<file path="src/rtl/legv8_pkg.sv">
// Shared types for the LEGv8 memory arbiter: FSM states, transaction owner, watchdog width.
package legv8_pkg;

  typedef enum logic [1:0] {IDLE, ISSUE, WAIT} arb_state_t;
  typedef enum logic {OWN_IF, OWN_D} arb_owner_t;

  localparam int TIMEOUT_DEF = 16;
  localparam int WDOG_W      = $clog2(TIMEOUT_DEF) + 1;

  function automatic int wdog_w(input int timeout);
    return $clog2(timeout) + 1;
  endfunction

endpackage

</file>
<file path="src/rtl/legv8_arb_pick.sv">
// Combinational winner select between the fetch and load/store ports.
// LEGV8_ARB_RR_EN selects round-robin; otherwise D has fixed priority over IF.
module legv8_arb_pick (
  input  logic if_req,
  input  logic d_req,
  input  logic last_d,
  output logic gnt_if,
  output logic gnt_d
);

`ifdef LEGV8_ARB_RR_EN
  // On conflict, D wins only if IF was granted last
  assign gnt_d = d_req && (!if_req || !last_d);
`else
  logic unused_last_d;
  assign unused_last_d = last_d;
  assign gnt_d = d_req;
`endif

  assign gnt_if = if_req && !gnt_d;

endmodule

</file>
<file path="src/rtl/legv8_mem_arbiter.sv">
// Shares one single-port memory between LEGv8 fetch (IF) and load/store (D), one transaction in flight.
// Latency: load/fetch 3 cycles, store 2 cycles minimum; watchdog aborts a stuck read. Macro: LEGV8_ARB_RR_EN.
module legv8_mem_arbiter
  import legv8_pkg::*;
#(
  parameter int ADDR_W  = 64,
  parameter int DATA_W  = 64,
  parameter int TIMEOUT = 16
) (
  input  logic              clk,
  input  logic              restart_cpu,
  input  logic              if_req,
  input  logic [ADDR_W-1:0] if_addr,
  output logic              if_gnt,
  output logic              if_rvalid,
  output logic [DATA_W-1:0] if_rdata,
  input  logic              d_req,
  input  logic              d_we,
  input  logic [ADDR_W-1:0] d_addr,
  input  logic [DATA_W-1:0] d_wdata,
  output logic              d_gnt,
  output logic              d_done,
  output logic [DATA_W-1:0] d_rdata,
  output logic              mem_req,
  output logic              mem_we,
  output logic [ADDR_W-1:0] mem_addr,
  output logic [DATA_W-1:0] mem_wdata,
  input  logic              mem_ready,
  input  logic              mem_rvalid,
  input  logic [DATA_W-1:0] mem_rdata,
  output logic              err
);

  localparam int CW = (wdog_w(TIMEOUT) > WDOG_W) ? wdog_w(TIMEOUT) : WDOG_W;

  arb_state_t        state, state_nxt;
  arb_owner_t        own;
  logic              cmd_we;
  logic [ADDR_W-1:0] cmd_addr;
  logic [DATA_W-1:0] cmd_wdata;
  logic [CW-1:0]     wcnt;
  logic              last_d;
  logic              pick_if, pick_d;
  logic              grant, timeout_hit, finish;

  legv8_arb_pick u_pick (
    .if_req (if_req),
    .d_req  (d_req),
    .last_d (last_d),
    .gnt_if (pick_if),
    .gnt_d  (pick_d)
  );

  assign grant       = (state == IDLE) && !restart_cpu && (if_req || d_req);
  assign if_gnt      = grant && pick_if;
  assign d_gnt       = grant && pick_d;
  assign timeout_hit = (wcnt == CW'(TIMEOUT - 1));
  assign finish      = (state == WAIT) && (mem_rvalid || timeout_hit);

  assign mem_req   = (state == ISSUE);
  assign mem_we    = mem_req && cmd_we;
  assign mem_addr  = cmd_addr;
  assign mem_wdata = cmd_wdata;

  always_ff @(posedge clk) begin
    if (restart_cpu) state <= IDLE;
    else             state <= state_nxt;
  end

  always_comb begin
    state_nxt = state;
    case (state)
      IDLE:    if (grant) state_nxt = ISSUE;
      ISSUE:   if (mem_ready) state_nxt = cmd_we ? IDLE : WAIT;
      WAIT:    if (finish) state_nxt = IDLE;
      default: state_nxt = IDLE;
    endcase
  end

  always_ff @(posedge clk) begin
    if (restart_cpu) begin
      own       <= OWN_IF;
      cmd_we    <= 1'b0;
      cmd_addr  <= '0;
      cmd_wdata <= '0;
      wcnt      <= '0;
      last_d    <= 1'b0;
      if_rvalid <= 1'b0;
      d_done    <= 1'b0;
      err       <= 1'b0;
      if_rdata  <= '0;
      d_rdata   <= '0;
    end else begin
      if_rvalid <= 1'b0;
      d_done    <= 1'b0;
      err       <= 1'b0;
      if (grant) begin
        own       <= pick_d ? OWN_D : OWN_IF;
        cmd_we    <= pick_d && d_we;
        cmd_addr  <= pick_d ? d_addr : if_addr;
        cmd_wdata <= d_wdata;
        last_d    <= pick_d;
      end
      if (state == ISSUE && mem_ready) begin
        wcnt <= '0;
        if (cmd_we) d_done <= 1'b1;
      end
      // A watchdog abort completes the read with zero data plus err
      if (finish) begin
        err <= !mem_rvalid;
        if (own == OWN_D) begin
          d_done  <= 1'b1;
          d_rdata <= mem_rvalid ? mem_rdata : '0;
        end else begin
          if_rvalid <= 1'b1;
          if_rdata  <= mem_rvalid ? mem_rdata : '0;
        end
      end else if (state == WAIT) begin
        wcnt <= wcnt + CW'(1);
      end
    end
  end

endmodule

</file>
<file path="config.mk">
export PLATFORM = sky130hd
export DESIGN_NAME = legv8_mem_arbiter
export DESIGN_NICKNAME = d
export VERILOG_FILES = /design/src/rtl/legv8_pkg.sv /design/src/rtl/legv8_arb_pick.sv /design/src/rtl/legv8_mem_arbiter.sv
export SDC_FILE = /design/constraint.sdc
export NUM_CORES = 1
export LEC_CHECK = 0
export ABC_AREA = 1
export ABC_CLOCK_PERIOD_IN_PS = 2300
export BUFFER_PORTS_ARGS = -buffer_cell sky130_fd_sc_hd__buf_2
export CAP_MARGIN = 0
export CORE_AREA = 2 2 202 204
export CTS_BUF_LIST = sky130_fd_sc_hd__clkbuf_8
export DETAILED_ROUTE_END_ITERATION = 8
export DIE_AREA = 0 0 204 206
export SKIP_LAST_GASP = 1
export SLEW_MARGIN = 10
export SYNTH_ARGS = -nofsm -noshare
export SYNTH_HDL_FRONTEND = slang
export SYNTH_SLANG_ARGS = --single-unit
</file>
<file path="constraint.sdc">
create_clock -name clk -period 2.3 [get_ports clk]
set_input_delay 0.46 -clock clk [delete_from_list [all_inputs] [get_ports clk]]
set_output_delay 0.46 -clock clk [all_outputs]
set_load 0.01 [all_outputs]
</file>
# After elaboration in Yosys (flattened, before gate mapping)
# Cells that the tools add are included.
dict set report op_classes {
  bitwise 2
  n_eq_ne 6
  add_sub_neg 1
  reduce_logical 19
  mux 16
}
# operator count
set ops {}
lappend ops {{$mux 64} 2}
lappend ops {{$mux 5} 3}
lappend ops {{$logic_and 1x1->1} 9}
lappend ops {{$mux 2} 4}
lappend ops {{$mux 1} 6}
lappend ops {{$pmux 2 s3} 1}
lappend ops {{$add 5x1->5 const B} 1}
lappend ops {{$eq 5x4->1 const B} 1}
lappend ops {{$ne 2x2->1 const B} 2}
lappend ops {{$reduce_and 2->1} 2}
lappend ops {{$logic_not 1->1} 3}
lappend ops {{$reduce_and 3->1} 1}
lappend ops {{$eq 2x1->1 const B} 1}
lappend ops {{$eq 2x2->1 const B} 1}
lappend ops {{$logic_not 2->1} 1}
lappend ops {{$logic_or 1x1->1} 2}
lappend ops {{$ne 2x1->1 const B} 1}
lappend ops {{$not 1->1} 2}
lappend ops {{$reduce_or 2->1} 1}
dict set report totals {
  elab_cells 55
  out_inout_bits 263
  regBits 268
}

# Depth between registers and ports, before layout
dict set report logic_depth {
  ltp_word 5
  ltp_mapped 12
}

# Cells and area by module
# Synthesis repeated with hierarchy kept, for this count alone.
dict set report unflattened {
  hier_cells 1845
  hier_area_um2 11688.7
}
# module seq_area_each_um2 instances cells_each area_each_um2
set modules_own_cells {}
lappend modules_own_cells {legv8_mem_arbiter 5365.1 1 1842 11671.2}
lappend modules_own_cells {legv8_arb_pick 0.0 1 3 17.5}

# Worst setup path before layout
# Ideal clock, no wire load.
dict set report synth_timing {
  kind {register to register}
  start {reg wcnt[1]}
  end {reg d_rdata[17]}
  setup_ns 0.113
  required_time_ns 2.187
  arrival_time_ns 1.604
  path_slack_ns 0.583
  stages_incl_launch_ff 12
  path_buffers 2
  path_cell_list {dfxtp_1 > ha_1 > nand2_1 > nor2_1 > ha_1 > nor2_2 > nor2_4 > nand2_1 > buf_4 > buf_2 > nor2_1 > nor2_1}
}
dict set report synth_via {
  elab_chain_cells 4
}
# item line
set synth_rtl {}
lappend synth_rtl {{from (decl)} legv8_mem_arbiter.sv:41} ;# logic [CW-1:0] wcnt;
lappend synth_rtl {{from (signal assigned)} legv8_mem_arbiter.sv:119} ;# wcnt <= wcnt + CW'(1);
lappend synth_rtl {{$eq 5x4->1} legv8_mem_arbiter.sv:57} ;# assign timeout_hit = (wcnt == CW'(TIMEOUT - 1));
lappend synth_rtl {{$logic_or 1x1->1} legv8_mem_arbiter.sv:58} ;# assign finish = (state == WAIT) && (mem_rvalid || timeout_hit);
lappend synth_rtl {{$logic_and 1x1->1} legv8_mem_arbiter.sv:58}
lappend synth_rtl {{$reduce_and 2->1 (no source line)} n/a}
lappend synth_rtl {{to (signal assigned)} legv8_mem_arbiter.sv:113} ;# d_rdata <= mem_rvalid ? mem_rdata : '0;
lappend synth_rtl {{to (decl)} legv8_mem_arbiter.sv:23} ;# output logic [DATA_W-1:0] d_rdata,
# No other way between the ends.
# A chain may end at the register's enable or synchronous reset.

# Worst setup path in the final report
dict set report layout_timing {
  start {reg state[0]}
  end {out if_gnt}
}
dict set report layout_via {
  elab_chain_cells 4
}
# item line
set layout_rtl {}
lappend layout_rtl {{from (decl)} legv8_mem_arbiter.sv:36} ;# arb_state_t state, state_nxt;
lappend layout_rtl {{from (signal assigned)} legv8_mem_arbiter.sv:67} ;# else state <= state_nxt;
lappend layout_rtl {{$logic_not 2->1} legv8_mem_arbiter.sv:54} ;# assign grant = (state == IDLE) && !restart_cpu && (if_req || d_req);
lappend layout_rtl {{$logic_and 1x1->1 (2 in series)} legv8_mem_arbiter.sv:54}
lappend layout_rtl {{$logic_and 1x1->1} legv8_mem_arbiter.sv:55} ;# assign if_gnt = grant && pick_if;
lappend layout_rtl {{to (decl)} legv8_mem_arbiter.sv:14} ;# output logic if_gnt,
# No other way between the ends.

==> flow_summary.ini <==
[routing]
drtIter0Drc = 642
wl_per_cell_um = 14.5
ant_nets = 0
vias_per_cell = 4.30
drc = 0
drt_pass1_iterations = 5
num_vias = 12600
drt_wl_total_mm = 42.6

[worst_hold_path]
min_from = d_wdata[38]
worstHoldPathType = in2reg
hold_path_end = mem_wdata[38]$_SDFFE_PP0P_
min_path_cells = 3

[timing]
rsz0062_at_grt = false
fin_crit_sh = 0.943
clock.fmax_mhz = 461
fin_crit_ps = 2170
setup_viol = 0
worstMarginPinSlew_ps = 674
drv_slew = 0
clock_skew_ps = 24.9
slew-limit-headroom = 0.551
setup_tns_ps = 0
final-hold-violation-count = 0

[clock_network]
htreeDepth = 2
cts_tree = yes
cts.clk_slew.worst_paths_ps = 60
cts_made_buffers = 48
clock-sinks = 268
insertion_delay_ps = 610
ctsRootBufferMaster = clkbuf_8
cts.path.max_buffers = 3

[job]
drv_cap = 0

[worst_setup_path]
crit_type = reg2out
r2r_cells = 11
start_kind = flip-flop
cp_cell_sequence = nor2_4, buf_6, nand2_4, nor2_4, nand3_2, inv_2, buf_6
worst-path-buf-inv = 3
cp_slowest_cell = dfxtp_2
reg2reg_from = wcnt[0]$_SDFF_PP0_
regToRegEndpoint = d_rdata[24]$_SDFFE_PP0P_
cp-end-kind = primary output
critPathArrivalTime_ps = 1710
timing.reg2reg.setup_slack_ps = 390
slowest_delay_ps = 340
crit_fanout = 4
cp_top_family = simple AND/OR/NAND/NOR gates
critPathRequiredTime_ps = 1840

[global_route]
antenna_found_initial = 6
track_usage = 0.193
grt_first_pass_wirelength_mm = 63.7
grt_pass1_vias = 12000
grt_overflow_total = 0
grt_max_degree = 131

[power]
p_per_area_nw_per_um2 = 707
peakVddDrop_v = 0.000428
p_leak_uw = 0.00949

[synthesis]
synth.area.top_cells = dfxtp_1, nand2_1, nand3_1, inv_1, nor2_1
syn-num-nets = 2114
netlist_instances = 1849
netlist-cell-type-count = 18
synth-seq-cells = 268
synth_top_area_frac = 0.458
syn-cell-area_um2 = 11700
yosysWarnings = 0
ys_seq_area_frac = 0.458
synth_top_area_cell = dfxtp_1
synth_area_per_cell_um2 = 6.34

[finish]
layout_common_cells = nand2_1, buf_2, dfxtp_1
syn2layout_area_growth_pct = 38.7
final_core_util = 0.404
stdcell_count = 2940
final_common_cell = nand2_1
final_nets = 2631
layout-drive-gt1-share = 0.267

[place]
place.gp.congestion = 0.902
dp_cells = 2818
port-buffer-count = 525
dp_hpwl_mm = 30.9

[floorplan]
die_width_um = 204
ios = 526
die_h_um = 206
core_area_um2 = 40200
fp.dieArea_um2 = 42000
rows = 74
start_util = 0.292

[outcome]
outcome = completed
## stage by stage
step,worst slack (ps),hold slack [ps],total power (uW),cell area [um^2]
after floorplan,583,444,5960,11700
after global placement,393,456,6760,14900
after detailed placement,354,458,6780,14900
after CTS,11.8,0.491,11700,16200
after global routing,15.8,21.5,12100,16200
final,131,52.9,11500,16200
## worst min-delay path: stages
cell and delay, ps:
buf_2 70, nand2_1 40, nand2_1 40
## kinds of logic (layout without fill, tap and decap cells)
logic type                 count (synthesis)  in the layout  synth area share
and+or+nand+nor                         1200           1200             0.410
AOI/OAI and AO/OA                         11             11           0.00470
other                                      0              6                 0
adders and majority gates                  2              2           0.00214
buffers and inverters                    368            921             0.126
DFF                                      268            268             0.458
## power breakdown
group	switching (uW)	internal, uW
Combinational	1050	632
Clock	2050	2720
Sequential	136	4900
Total	3230	8260
## sequential cells by signal (all words and copies together) (netlist names)
| register | cells |
|---|---|
| wcnt | 5 |
| mem_addr | 64 |
| own | 1 |
| if_rvalid | 1 |
| cmd_we | 1 |
| d_rdata | 64 |
| err | 1 |
| if_rdata | 64 |
| state | 2 |
| d_done | 1 |
| mem_wdata | 64 |
## timing repair
item                                   in CTS  in global routing
pin swaps                                   3                  1
setup endpoints to repair                   2                  1
gates resized for setup                     9                  0
endpoints found under the hold margin      29                  0
cloned                                      0                  0
hold buffers                               29                  0
setup buffers                               1                  0
## layer usage
| layer | track usage | routed length (um) | part of all wire |
|---|---|---|---|
| met5 | 0 | 54 | 0.0013 |
| met4 | 0.104 | 2190 | 0.051 |
| met3 | 0.0503 | 3020 | 0.071 |
| met2 | 0.337 | 20400 | 0.48 |
| met1 | 0.215 | 16900 | 0.40 |
## synthesized netlist by cell type, drive strengths merged
cell and count:
buf 52, o21ai 5, nand3 223, nand2 789, inv 254, clkbuf 62
dfxtp 268, ha 2, nor3 1, a21oi 6, nor2 187
## cell type report
cell class | instances | area [um^2]
Fill cell | 4372 | 23900
Sequential cell | 268 | 5370
Multi-Input combinational cell | 1213 | 4920
Timing Repair Buffer | 581 | 3280
Inverter | 254 | 961
Clock buffer | 61 | 840
Tap cell | 532 | 666
Clock inverter | 25 | 194
Antenna cell | 6 | 15.0
## how the worst max path moves through the flow
stage	depth (start not counted)	end	from
global route	7	if_gnt	state[0]$_SDFFE_PP0P_
floorplan	11	d_rdata[17]$_SDFFE_PP0P_	wcnt[1]$_SDFF_PP0_
global placement	8	mem_addr[20]$_SDFFE_PP0P_	if_req
detailed placement	8	mem_addr[20]$_SDFFE_PP0P_	if_req
finish	7	if_gnt	state[0]$_SDFFE_PP0P_
CTS	7	if_gnt	state[0]$_SDFFE_PP0P_
Note: power is estimated with default switching activity, not from simulation.
